[src/rtl/resta_pkg.sv]
// resta_pkg: shared types and constants for the subtractor result path
package resta_pkg;
  localparam int RESTA_WIDTH = 4;
  localparam int FLAG_N = 3;
  localparam int FLAG_Z = 2;
  localparam int FLAG_C = 1;
  localparam int FLAG_V = 0;
  typedef struct packed {
    logic n;
    logic z;
    logic c;
    logic v;
  } flags_t;
endpackage

[src/rtl/resta_fifo_mem.sv]
// resta_fifo_mem: DEPTH x DW register array, clocked write, asynchronous read
module resta_fifo_mem #(
  parameter int DEPTH = 4,
  parameter int DW = 8,
  localparam int AW = $clog2(DEPTH)
) (
  input  logic          clk,
  input  logic          we,
  input  logic [AW-1:0] waddr,
  input  logic [DW-1:0] wdata,
  input  logic [AW-1:0] raddr,
  output logic [DW-1:0] rdata
);
  logic [DW-1:0] r_mem [DEPTH];
  always_ff @(posedge clk) if (we) r_mem[waddr] <= wdata;
  assign rdata = r_mem[raddr];
endmodule

[src/rtl/registro_resultado_resta.sv]
// registro_resultado_resta: result/flags capture FIFO; STICKY_FLAGS_EN adds sticky flag accumulation
module registro_resultado_resta
  import resta_pkg::*;
#(
  parameter int WIDTH = RESTA_WIDTH,
  parameter int DEPTH = 4,
  localparam int CW = $clog2(DEPTH + 1),
  localparam int AW = $clog2(DEPTH)
) (
  input  logic             clk,
  input  logic             rst,
  input  logic             in_valid,
  output logic             in_ready,
  input  logic [WIDTH-1:0] in_y,
  input  logic             in_n,
  input  logic             in_z,
  input  logic             in_c,
  input  logic             in_v,
  output logic             out_valid,
  input  logic             out_ready,
  output logic [WIDTH-1:0] out_y,
  output logic [3:0]       out_flags,
`ifdef STICKY_FLAGS_EN
  input  logic             clr_sticky,
  output logic [3:0]       sticky_flags,
`endif
  output logic [CW-1:0]    count
);
  logic [AW-1:0] r_wptr, r_rptr;
  logic [CW-1:0] r_count;
  logic w_push, w_pop;
  flags_t w_in_flags;
  logic [WIDTH+3:0] w_rdata;
  assign w_in_flags = '{n: in_n, z: in_z, c: in_c, v: in_v};
  assign in_ready = r_count != CW'(DEPTH);
  assign out_valid = r_count != '0;
  assign w_push = in_valid && in_ready;
  assign w_pop = out_valid && out_ready;
  assign count = r_count;
  // head is masked to zero while empty so stale storage never shows
  assign out_y = out_valid ? w_rdata[WIDTH+3:4] : '0;
  assign out_flags = out_valid ? w_rdata[3:0] : '0;
  always_ff @(posedge clk) begin
    if (rst) begin
      r_wptr <= '0;
      r_rptr <= '0;
      r_count <= '0;
    end else begin
      if (w_push) r_wptr <= r_wptr + 1'b1;
      if (w_pop) r_rptr <= r_rptr + 1'b1;
      r_count <= (w_push && !w_pop) ? r_count + 1'b1 :
                 (w_pop && !w_push) ? r_count - 1'b1 : r_count;
    end
  end
  resta_fifo_mem #(.DEPTH(DEPTH), .DW(WIDTH + 4)) u_mem (
    .clk  (clk),
    .we   (w_push),
    .waddr(r_wptr),
    .wdata({in_y, w_in_flags}),
    .raddr(r_rptr),
    .rdata(w_rdata)
  );
`ifdef STICKY_FLAGS_EN
  logic [3:0] r_sticky;
  always_ff @(posedge clk) begin
    if (rst) r_sticky <= '0;
    else if (clr_sticky) r_sticky <= w_push ? w_in_flags : 4'b0;
    else if (w_push) r_sticky <= r_sticky | w_in_flags;
  end
  assign sticky_flags = r_sticky;
`endif
endmodule

[config.mk]
export PLATFORM = sky130hd
export DESIGN_NAME = registro_resultado_resta
export DESIGN_NICKNAME = d
export VERILOG_FILES = /design/src/rtl/resta_pkg.sv /design/src/rtl/resta_fifo_mem.sv /design/src/rtl/registro_resultado_resta.sv
export SDC_FILE = /design/constraint.sdc
export NUM_CORES = 1
export LEC_CHECK = 0
export CORE_AREA = 2 2 57 59
export DETAILED_ROUTE_END_ITERATION = 10
export DIE_AREA = 0 0 59 61
export HOLD_SLACK_MARGIN = 0.15
export PLACE_DENSITY = 0.79
export SYNTH_ARGS = -nofsm -noshare
export SYNTH_HDL_FRONTEND = slang
export SYNTH_HIERARCHICAL = 1
export SYNTH_SLANG_ARGS = --single-unit
[constraint.sdc]
create_clock -name clk -period 3.5 [get_ports clk]
set_input_delay 0.875 -clock clk [delete_from_list [all_inputs] [get_ports clk]]
set_output_delay 0.875 -clock clk [all_outputs]
set_load 0.005 [all_outputs]
==> metrics.txt, run 1 <==
status completed; Power Dens Cells ~670 mW/mm²; RD Place Congestion around 0.75; DR WL/cell roughly 16 µm; core area between 0.002 and 0.003 mm²; Final TNS setup 0 ns; Via-to-Cell Ratio 5.50; router iterations before antenna repair 4; Root Buffer clkbuf_4; synth top area cells edfxtp_1 61%, mux4_2 11%, dfxtp_1 8.8%; Critical Path Source Type register; Max Clk Rate approximately 330 MHz; Worst Path Required 2.62 ns; Hold-fix buffers, CTS 0; Worst Setup Path Type register to primary output; Clock Path Buffers 2; layout net count 138; clock latency on the worst-skew pair about 0.33 ns; HP Class register to register; initial core utilization 0.537; Rows 20; final hold vios 0; Setup violations, final 0; flip-flop and latch area 0.00110 mm²; CTS resizes 0; multi-input logic area between 400 and 500 µm²; Worst Skew about 0.0044 ns; Yosys reg bits 39; Crit. Startpoint r_rptr[0]$_SDFFE_PP0P_; worst rel slew slack 0.687; n_diodes 0; die height between 60 and 70 µm; H-tree Lvls 2; maximum fanout along the worst path 6; cell count after placement 150; Max IR drop VDD about 0.36 mV; post-synthesis sequential area ratio 0.695; Syn Nets 107; minimum clock period between 3 and 4 ns; initial antenna violation count 0; Sink Count 39; CP Capture Type primary output; Via Count around 870; max-cap viol count 0; Area growth, synth to finish 21.2%; Final period util 0.877; input/output buffers 24; final WL ~2500 µm; Post-Syn Area per Cell about 17 µm²; min-delay src r_wptr[1]$_SDFFE_PP0P_; Post-DP HPWL around 1800 µm; P_leak roughly 0.66 nW; I/O pin count 25; GRT Total Usage 0.172; Reg clk slew, reported paths roughly 0.11 ns; # DRC 0; filler cell count roughly 230; vias in the first global route 911; Syn Inst Count 93; Die Width about 59 µm; GRT overflow 0; crit path DAT 2.19 ns; RSZ-0062 raised after global routing no; post-synth top area share 0.606; CTS tree built; share of layout cells above drive strength 1 0.176; global-route wire length before repair around 4200 µm; final std cells w/o fill approximately 160; # Post-CTS Setup Buffers 0; largest net degree at the start of global routing 13; Slew Viols, Final 0; post-synth cell types 25; Antenna Violating Nets Remaining 0; die area between 0.003 and 0.004 mm²; Yosys Warn Count 6; clock buffer count from CTS 5; commonest cells after routing, fill and taps aside 32 x edfxtp_1, 24 x clkdlybuf4s50_1, 8 x nor2b_1, 8 x mux4_2, 7 x dfxtp_1; measured slew at the worst slew-check pin roughly 0.47 ns; initial drt markers 21; commonest non-fill, non-tap cell in the layout edfxtp_1; biggest area consumer among synthesized cells edfxtp_1; Worst R2R Start count[0]$_SDFFE_PP0P_; Synth Cell Area between 0.0015 and 0.002 mm²
==> metrics by stage <==
step	power, mW	util	cell area, µm²	hold WS [ns]	worst slack [ns]
CTS	1.31	0.650	1920	0.549	0.396
floorplan	0.876	-	1590	0.456	1.17
finish	1.29	0.650	1920	0.547	0.431
detailed placement	1.09	0.633	1870	0.535	0.518
global placement	1.08	0.633	1870	0.501	0.615
global route	1.37	0.650	1920	0.608	0.292
==> cells by family (layout without fill, tap and decap cells) <==
logic type / after synthesis / after routing / share of synthesized area
adder cells (fa/ha/maj): 2 / 2 / 0.0205
AND/OR/NAND/NOR: 24 / 24 / 0.0923
multiplexers: 9 / 9 / 0.120
XOR/XNOR: 3 / 3 / 0.0166
buffers and inverters: 7 / 39 / 0.0229
AO/OA/AOI/OAI: 9 / 9 / 0.0331
flip-flops: 39 / 39 / 0.695
==> synth_stat cells (all sizes together) <==
cell type / n
nor3b: 2
nor3: 1
mux4: 8
xor2: 3
edfxtp: 32
or3: 4
nand2: 2
dfxtp: 7
o21ai: 4
a21oi: 4
mux2i: 1
buf: 2
ha: 1
and3: 1
nor2: 4
fa: 1
nor2b: 8
and3b: 2
o31ai: 1
clkbuf: 1
inv: 4
==> power breakdown <==
| part | internal (mW) | total (mW) | switching (mW) |
|---|---|---|---|
| Combinational | 0.285 | 0.459 | 0.173 |
| Sequential | 0.559 | 0.616 | 0.0566 |
| Clock | 0.0748 | 0.212 | 0.137 |
==> worst max-delay path: stages, from the launching register on <==
cell and delay [ns]:
dfxtp_1 0.54, buf_4 0.24, mux4_2 0.49, nor2b_1 0.14, clkdlybuf4s50_1 0.44
==> flip-flops by register name, summed over array words and instances (netlist names) <==
name and count:
r_rptr 2, r_wptr 2, u_mem/r_mem 32, count 3
==> final timing paths <==
path	end	slack, ns	cells past startpoint
min reg2reg	r_wptr[1]$_SDFFE_PP0P_	0.55	2
min	r_wptr[1]$_SDFFE_PP0P_	0.55	2
max reg2reg	count[2]$_SDFFE_PP0P_	1.31	8
max	out_flags[1]	0.43	4
==> metal layers <==
layer / track usage / vias to the layer above / share of wire
li1: - / 416 / -
met5: 0 / - / 0
met2: 0.292 / 21 / 0.53
met4: 0.0682 / 0 / 0.013
met3: 0.0725 / 4 / 0.046
met1: 0.194 / 428 / 0.41
==> layout make-up <==
| type | instances | area share |
|---|---|---|
| sequential | 39 | 0.573 |
| clock buffer | 5 | 0.0195 |
| inverter | 4 | 0.00782 |
| tap | 33 | 0.0215 |
| timing repair buffer | 27 | 0.137 |
| clock inverter | 3 | 0.00782 |
| multi-input combinational | 47 | 0.233 |
Note: power is estimated with default switching activity, not from simulation.
==> run 2: changes to the inputs <==
--- a/config.mk
+++ b/config.mk
@@ -5,9 +5,9 @@
 export SDC_FILE = /design/constraint.sdc
 export NUM_CORES = 1
 export LEC_CHECK = 0
-export CORE_AREA = 2 2 57 59
+export CORE_AREA = 2 2 44 76
 export DETAILED_ROUTE_END_ITERATION = 10
-export DIE_AREA = 0 0 59 61
+export DIE_AREA = 0 0 46 78
 export HOLD_SLACK_MARGIN = 0.15
 export PLACE_DENSITY = 0.79
 export SYNTH_ARGS = -nofsm -noshare
==> run 2 against run 1 <==
Net effect: critical path depth is 1 lower; hold slack got worse by 0.016 ns; highest routed layer unchanged; first-iteration DRC count fell by 14%; design area is 0.52% higher; core utilization up 0.90 points; sequential share of layout area decreased by 0.30 points; total power rose by 4.2%.
==> metrics.txt, run 2 (same netlist as run 1, synthesis figures left out) <==
cell-internal power 976 µW (+6.2%); Clock Path Buffers 2 (unchanged); GRT Total Usage 0.175 (+0.00307); RSZ-0062 raised after global routing no; DR WL/cell 17.1 µm (+6.1%); Post-DP HPWL 1830 µm (+3.8%); Die Width 46 µm (-22%); die area 0.00359 mm² (-0.31%); clock buffer count from CTS 5 (unchanged); core area 0.00293 mm² (-0.85%); flop-to-flop setup slack 1.31 ns (about the same); reg2reg end count[2]$_SDFFE_PP0P_; filler cell count 216 (-7.3%); crit path DAT 2.17 ns (-0.02 ns); Antenna Violating Nets Remaining 0 (unchanged); worst hold endpoint r_wptr[1]$_SDFFE_PP0P_; Area growth, synth to finish 21.8%; Flop pwr share 0.469 (-0.010); hold depth 2 (unchanged); Sink Count 39 (unchanged); worst reg2reg path depth 8 (unchanged); die height 78 µm (+28%); RD Place Congestion 0.704 (-6.1%); Worst R2R Start count[0]$_SDFFE_PP0P_; maximum fanout along the worst path 10 (+4); commonest cells after routing, fill and taps aside 32 x edfxtp_1, 24 x clkdlybuf4s50_1, 8 x nor2b_1, 8 x mux4_2, 7 x dfxtp_1; Combinational Power Share 0.328 (-0.029); H-tree Lvls 2 (unchanged); # DRC 0 (unchanged); Max IR drop VDD 0.509 mV (+41%); Setup violations, final 0 (unchanged); input/output buffers 24 (unchanged); minimum clock period 3.04 ns (-0.0262 ns); clock latency on the worst-skew pair 0.28 ns (-0.05 ns); final WL 2580 µm (+1.4%); Largest register FFs 32 (unchanged); CP Capture Type primary output; Largest Register u_mem/r_mem; switching share of power 0.272 (-0.0136); multi-input logic area 448 µm² (unchanged); vias in the first global route 927 (+1.8%); overall power 1.34 mW (+4.2%); status completed; Final TNS setup 0 ns (unchanged); Power Dens Cells 694 mW/mm² (+3.6%); HP Class register to register; share of layout cells above drive strength 1 0.146 (-0.0297); layout net count 137 (-0.72%); Critical Path Source Type register; Root Buffer clkbuf_8; Max Clk Rate 329 MHz (+0.86%); CTS resizes 0 (unchanged); Via Count 879 (+1.2%); clock share of power 0.203 (+0.038); GRT overflow 0 (unchanged); flip-flop and latch area 0.00110 mm² (unchanged); commonest non-fill, non-tap cell in the layout edfxtp_1; Rows 26 (+30%); initial drt markers 18 (-14%); cell count after placement 144 (-4.0%); Worst Setup Path Type register to primary output; Via-to-Cell Ratio 5.82 (+5.8%); # Post-CTS Setup Buffers 0 (unchanged); Worst Skew 0.00679 ns (+0.00238 ns); I/O pin count 25 (unchanged); final hold vios 0 (unchanged); Final period util 0.869 (-0.00749); global-route wire length before repair 4330 µm (+3.5%); Slew Viols, Final 0 (unchanged); Reg clk slew, reported paths 0.07 ns (-0.04 ns); final std cells w/o fill 151 (-4.4%); max-cap viol count 0 (unchanged); largest net degree at the start of global routing 12 (-1); initial core utilization 0.541 (+0.00459); Hold-fix buffers, CTS 0 (unchanged); Psw 364 µW (-0.77%); measured slew at the worst slew-check pin 0.636 ns (+0.167 ns); n_diodes 0 (unchanged); worst rel slew slack 0.576 (-0.112); initial antenna violation count 0 (unchanged); P_leak 0.655 nW (-0.25%); CTS tree built; router iterations before antenna repair 4 (unchanged); Worst Path Required 2.62 ns (about the same); min-delay src r_wptr[1]$_SDFFE_PP0P_
==> run 2: changes by cell type in the layout (fill, tap and decap cells not counted) <==
cell      previous run  this run
buf_4                3         2
clkbuf_1             0         2
clkbuf_4             5         0
clkbuf_8             0         5
clkinv_2             3         0
==> run 2: power by group through the flow <==
| stage | Clock, mW | Sequential [mW] | Combinational, mW |
|---|---|---|---|
| floorplan | 0 | 0.604 | 0.273 |
| global placement | 0 | 0.637 | 0.429 |
| detailed placement | 0 | 0.642 | 0.443 |
| CTS | 0.278 | 0.632 | 0.445 |
| global route | 0.302 | 0.641 | 0.485 |
| finish | 0.272 | 0.629 | 0.439 |
==> run 2: per-stage QoR <==
step           instance area [µm²]  worst slack, ns  hold slack (ns)  utilization
5_1_grt                       1930            0.309            0.593        0.659
4_1_cts                       1930            0.409            0.525        0.659
6_report                      1930            0.457            0.531        0.659
2_1_floorplan                 1590             1.17            0.456            -
3_3_place_gp                  1850            0.623            0.502        0.633
3_5_place_dp                  1850            0.487            0.515        0.633
==> run 2: how the worst max path moves through the flow <==
stage	from	to	slack [ns]	cells after the start
after floorplan	in_valid	count[2]$_SDFFE_PP0P_	1.17	8
after global placement	in_valid	count[2]$_SDFFE_PP0P_	0.62	9
after detailed placement	in_valid	count[2]$_SDFFE_PP0P_	0.49	9
after CTS	r_rptr[0]$_SDFFE_PP0P_	out_flags[2]	0.41	3
after global routing	r_rptr[0]$_SDFFE_PP0P_	out_y[2]	0.31	3
final	r_rptr[0]$_SDFFE_PP0P_	out_flags[1]	0.46	3
==> run 2: worst max-delay path: stages, from the launching register on <==
cell and delay (ns):
dfxtp_1 0.73, mux4_2 0.57, nor2b_1 0.15, clkdlybuf4s50_1 0.44
==> run 2: layout make-up <==
class / instances / share of cell area
Tap cell: 28 / 0.0181
Inverter: 4 / 0.00778
Timing Repair Buffer: 26 / 0.132
Clock buffer: 7 / 0.0395
Multi-Input combinational cell: 47 / 0.232
Sequential cell: 39 / 0.570
==> run 2: per-layer routing <==
metal | track usage | wire length (µm) | part of all wire | vias to the layer above
met5 | 0 | 0 | 0 | -
met4 | 0.0771 | 51 | 0.020 | 0
met3 | 0.0419 | 82 | 0.032 | 6
met2 | 0.296 | 1420 | 0.55 | 23
met1 | 0.199 | 1030 | 0.40 | 441
li1 | - | - | - | 409
